**config.mk**
```make
export PLATFORM = sky130hd
export DESIGN_NAME = pipe_stage_reg
export DESIGN_NICKNAME = d
export VERILOG_FILES = /design/src/rtl/pipes.sv /design/src/rtl/sat_counter.sv /design/src/rtl/pipe_stage_reg.sv
export SDC_FILE = /design/constraint.sdc
export NUM_CORES = 1
export LEC_CHECK = 0
export CORE_UTILIZATION = 46
export CTS_CLUSTER_DIAMETER = 120
export DETAILED_ROUTE_END_ITERATION = 8
export GPL_ROUTABILITY_DRIVEN = 1
export GPL_TIMING_DRIVEN = 0
export HOLD_SLACK_MARGIN = 0.02
export PLACE_DENSITY = 0.74
export SYNTH_ARGS = -nofsm -noshare
export SYNTH_HDL_FRONTEND = slang
export SYNTH_SLANG_ARGS = --single-unit
```
**constraint.sdc**
```tcl
create_clock -name clk -period 2.2 [get_ports clk]
set_input_delay 0.44 -clock clk [delete_from_list [all_inputs] [get_ports clk]]
set_output_delay 0.44 -clock clk [all_outputs]
set_load 0.01 [all_outputs]
```
**src/rtl/pipes.sv**
```systemverilog
// Shared pipeline types: payload structs carried by stage registers and
// the occupancy encoding used by pipe_stage_reg.
package pipes;

  // Payload of the IF/ID boundary; stages size themselves with $bits().
  typedef struct packed {
    logic [31:0] pc;
    logic [31:0] instr;
  } fetch_data_t;

  // Stage occupancy: nothing held, main slot held, main + skid held.
  typedef enum logic [1:0] {
    ST_EMPTY = 2'd0,
    ST_ONE   = 2'd1,
    ST_FULL  = 2'd2
  } stage_state_t;

endpackage

```
**src/rtl/sat_counter.sv**
```systemverilog
// Saturating up-counter: counts cycles with inc=1 and holds at all-ones.
module sat_counter #(
  parameter int W = 32
) (
  input  logic         clk,
  input  logic         rst_n,
  input  logic         inc,
  output logic [W-1:0] count
);

  logic [W-1:0] count_r;
  logic         at_max_s;

  assign at_max_s = (count_r == {W{1'b1}});

  // Step by one on inc unless already saturated.
  always_ff @(posedge clk or negedge rst_n) begin
    if (!rst_n) begin
      count_r <= '0;
    end else if (inc && !at_max_s) begin
      count_r <= count_r + W'(1'b1);
    end else begin
      count_r <= count_r;
    end
  end

  assign count = count_r;

endmodule

```
**src/rtl/pipe_stage_reg.sv**
```systemverilog
// Registered valid/ready pipeline stage. Optional skid slot keeps full
// throughput under backpressure while in_ready stays a pure register, so
// no combinational path crosses the stage in either direction.
module pipe_stage_reg
  import pipes::*;
#(
  parameter int WIDTH      = 64,
  parameter bit SKID       = 1'b1,
  parameter bit CLEAR_DATA = 1'b1,
  parameter int CNT_W      = 32
) (
  input  logic             clk,
  input  logic             rst_n,
  input  logic             flush,
  input  logic             in_valid,
  output logic             in_ready,
  input  logic [WIDTH-1:0] in_data,
  output logic             out_valid,
  input  logic             out_ready,
  output logic [WIDTH-1:0] out_data,
  output logic [CNT_W-1:0] stall_cnt
);

  stage_state_t     state_r;
  stage_state_t     state_s;
  logic [WIDTH-1:0] main_r;
  logic [WIDTH-1:0] main_s;
  logic [WIDTH-1:0] skid_r;
  logic [WIDTH-1:0] skid_s;
  logic             ready_r;
  logic             ready_s;
  logic             in_hs_s;
  logic             out_hs_s;
  logic             stall_s;

  assign out_valid = (state_r != ST_EMPTY);
  assign out_data  = main_r;
  assign in_ready  = ready_r;

  assign in_hs_s  = in_valid & ready_r;
  assign out_hs_s = out_valid & out_ready;
  assign stall_s  = out_valid & ~out_ready;

  // Next occupancy and payload moves; flush overrides every handshake.
  always_comb begin
    state_s = state_r;
    main_s  = main_r;
    skid_s  = skid_r;
    if (flush) begin
      state_s = ST_EMPTY;
      if (CLEAR_DATA) begin
        main_s = '0;
        skid_s = '0;
      end else begin
        main_s = main_r;
        skid_s = skid_r;
      end
    end else begin
      case (state_r)
        ST_EMPTY: begin
          if (in_hs_s) begin
            state_s = ST_ONE;
            main_s  = in_data;
          end else begin
            state_s = ST_EMPTY;
          end
        end
        ST_ONE: begin
          if (in_hs_s && out_hs_s) begin
            state_s = ST_ONE;
            main_s  = in_data;
          end else if (out_hs_s) begin
            state_s = ST_EMPTY;
          end else if (in_hs_s && SKID) begin
            // Downstream stalled while we were still ready: park in skid.
            state_s = ST_FULL;
            skid_s  = in_data;
          end else begin
            state_s = ST_ONE;
          end
        end
        ST_FULL: begin
          if (out_hs_s) begin
            state_s = ST_ONE;
            main_s  = skid_r;
          end else begin
            state_s = ST_FULL;
          end
        end
        default: begin
          state_s = ST_EMPTY;
        end
      endcase
    end
  end

  // Ready for next cycle is decided from next occupancy, never from out_ready.
  always_comb begin
    ready_s = 1'b0;
    if (state_s == ST_EMPTY) begin
      ready_s = 1'b1;
    end else if (SKID && (state_s == ST_ONE)) begin
      ready_s = 1'b1;
    end else begin
      ready_s = 1'b0;
    end
  end

  // Stage registers; reset empties the stage and holds off upstream one edge.
  always_ff @(posedge clk or negedge rst_n) begin
    if (!rst_n) begin
      state_r <= ST_EMPTY;
      main_r  <= '0;
      skid_r  <= '0;
      ready_r <= 1'b0;
    end else begin
      state_r <= state_s;
      main_r  <= main_s;
      skid_r  <= skid_s;
      ready_r <= ready_s;
    end
  end

  sat_counter #(
    .W (CNT_W)
  ) u_stall_cnt (
    .clk   (clk),
    .rst_n (rst_n),
    .inc   (stall_s),
    .count (stall_cnt)
  );

endmodule

```
==> impl_metrics.ini <==
[sta]
slew_headroom_pct = 50.73
rsz0062_at_grt = yes
hold_viol = 8
hold_slack_ns = -0.01019
min_period_ns = 2.179
fmax_mhz = 458.9
fin_skew_ns = 0.009461
setup_viol = 0
slew_viol_final = 0
fin_ws_ns = 0.02103
finalCritPeriodShare_pct = 99.04
tightest_slew_ns = 0.7390

[synth]
avgSynthCellArea_um2 = 10.05
syn_area_mm2 = 0.007343
yosysUniqueCellTypes = 42
netlist_instances = 731
seq_area_frac_synth_pct = 55.55
synthArstFlopShare_pct = 100.0
synth_nets = 802
synth_ff_type = dfrtp_1
ys_ff_latch = 163
synth_edf_count = 0
ys_warn_count = 0

[layout]
diodes = 0
layout-area-overhead-vs-synth_pct = 36.36
nets = 990
regArea_mm2 = 0.004080
post-route-util_pct = 65.14
fillers = 1308
drive_above_1_share_pct = 7.940
multiInputGateArea_mm2 = 0.003098

[pwr]
p_per_area_mw_per_mm2 = 786.1
power_leakage_nw = 4.077
total_power_w = 0.007871
irDropWorstVdd_uv = 560.1

[floorplanning]
die_y_um = 128.3
coreArea_mm2 = 0.01537
rows = 45
dieArea_mm2 = 0.01647
io_pins = 167
initial_core_util_pct = 47.77
die_x_um = 128.3

[route]
drt_pass1_iterations = 5
num_vias = 6074
wl_met3_um = 958
drt_iter0_drc = 444
routed.top_layer = met4
m1WireLength_um = 8799
wl_met2_um = 8893
drc = 0
post_drt_wl_per_cell_um = 16.50
antenna_left = 0
drt_wl_total_um = 18860
routed_via_density = 5.314

[outcome]
violations = hold timing
outcome = complete, but fails checks

[clock_network]
cts_tree = built
clk_pin_slew_ns = 0.06
clkSinkCount = 163
root_buffer = clkbuf_16
cts_max_level = 4
numCtsBuffers = 17
clock_path_buffers = 2
clock_latency_ns = 0.42

[worst_setup_path]
arrival_ns = 2.48
crit_path_start_kind = flop
crit_path_start = u_stall_cnt.count[1]
critPathCaptureType = flop
r2r_start = u_stall_cnt.count[1]
worst_ep_required_time_ns = 2.50
path_max_fanout = 9
timing_worst_setup_path_type = flop to flop

[global_routing]
antenna_found_initial = 0
grt_use_total_pct = 23.97
grt_pass1_wl_um = 30540
grt_max_degree = 83
overflow = 0
grt_pass1_vias = 5818

[flow_run]
drv_cap = 0

[placed_design]
gp_congestion = 0.7894
pre_cts_ws_ns = -0.8161
port_buffers = 165
dp_hpwl_um = 12590

[min_path]
hp-class = input pin to asynchronous set/reset pin
final timing paths:
check | to | slack, ns | cells after the start
setup / recovery | u_stall_cnt.count[1] | 0.02 | 7
hold / removal | skid_r[62] | -0.01 | 1
setup reg to reg | u_stall_cnt.count[1] | 0.02 | 7
hold reg to reg | u_stall_cnt.count[27] | 0.49 | 1
max in group asynchronous | u_stall_cnt.count[4] | 1.40 | 2
min in group clk | u_stall_cnt.count[27] | 0.49 | 1
cells in the final DEF, fill, tap and decap left out, drive strengths merged:
cell / n
clkdlybuf4s50: 163
dfrtp: 163
nand2: 145
nor2: 74
a21oi: 67
mux2i: 65
a211oi: 64
clkbuf: 64
xnor2: 24
nand4: 15
nand3: 13
buf: 13
and4: 9
and3: 7
clkinv: 5
nand2b: 3
xor2: 3
bufinv: 3
clkinvlp: 3
inv: 3
nor2b: 2
o21ai: 2
nor3: 2
or2: 2
and2: 2
ha: 2
nand3b: 1
a21o: 1
o31ai: 1
or3: 1
o21bai: 1
or4: 1
nor4: 1
or3b: 1
o21ba: 1
o211a: 1
o311a: 1
a31oi: 1
mux2: 1
dlymetal6s2s: 1
critical path, stage by stage, from the launching register on:
cell and delay, ns:
dfrtp_1 0.42, ha_4 0.18, nand3_4 0.09, or2_1 0.24, or4_4 0.51, buf_6 0.16
and2_4 0.17, mux2_4 0.30
layout make-up:
cell class / count / share of cell area (%)
inverters: 2 / 0.07497
plain buffers: 52 / 2.337
multi-input cells: 514 / 30.94
clock buffers: 20 / 4.661
well taps: 211 / 2.636
clock inverters: 12 / 1.537
flip-flops and latches: 163 / 40.75
repair buffers: 169 / 17.07
synthesized netlist by cell type (2+ instances only):
cell	n	area, µm²
dfrtp_1	163	4079
nand2_1	145	544.3
nor2_1	74	277.8
a21oi_1	67	335.3
mux2i_1	65	650.6
a211oi_1	64	480.5
clkbuf_1	42	157.7
xnor2_1	24	210.2
nand4_1	14	87.58
nand3_1	13	65.06
and3_1	7	43.79
and4_1	7	61.31
buf_2	7	35.03
nand2b_1	3	18.77
xor2_1	3	26.28
and4_4	2	22.52
ha_1	2	25.02
inv_1	2	7.510
nor2b_1	2	12.51
nor3_1	2	10.01
o21ai_0	2	10.01
state kept, by name, indices dropped and copies added, names as in the netlist:
register,cells
out_data,64
skid_r,64
u_stall_cnt.count,32
state_r,2
in_ready,1
per-stage QoR:
step	area [µm²]	cells	TNS, ns	hold slack, ns
2_1_floorplan	7343	731	0	0.1444
3_3_place_gp	9259	1107	-1064.68	0.4763
3_5_place_dp	9291	1108	-84.68	0.4773
4_1_cts	9947	1142	0	0.02591
5_1_grt	10010	1143	-0.08679	0.03894
6_report	10010	1143	0	-0.01019
report_power, final:
part	switching, W	internal [W]
combinational	0.000704	0.000719
sequential	0.000167	0.00321
clock	0.00120	0.00188
total	0.00207	0.00580
logic make-up (layout without fill, tap and decap cells):
family	Yosys count	count (layout)	share of synthesized area, %
AO/OA/AOI/OAI	140	140	12.05
XOR/XNOR	27	27	3.220
adder cells (fa/ha/maj)	2	2	0.3407
buffers and inverters	54	255	2.999
flip-flops	163	163	55.55
multiplexers	66	66	9.064
AND/OR/NAND/NOR	279	279	16.78
routing by layer:
layer / vias up / GRT usage, %
li1: 2921 / -
met1: 2974 / 34.20
met2: 161 / 36.66
met3: 18 / 5.489
met4: 0 / 7.059
met5: - / 0
what timing repair did:
action	CTS	global route
pin swaps	0	0
hold buffers	0	0
setup endpoints to repair	129	126
buffers inserted	2	1
resized for setup	6	32
No activity file was read; power rests on OpenSTA's default activity.
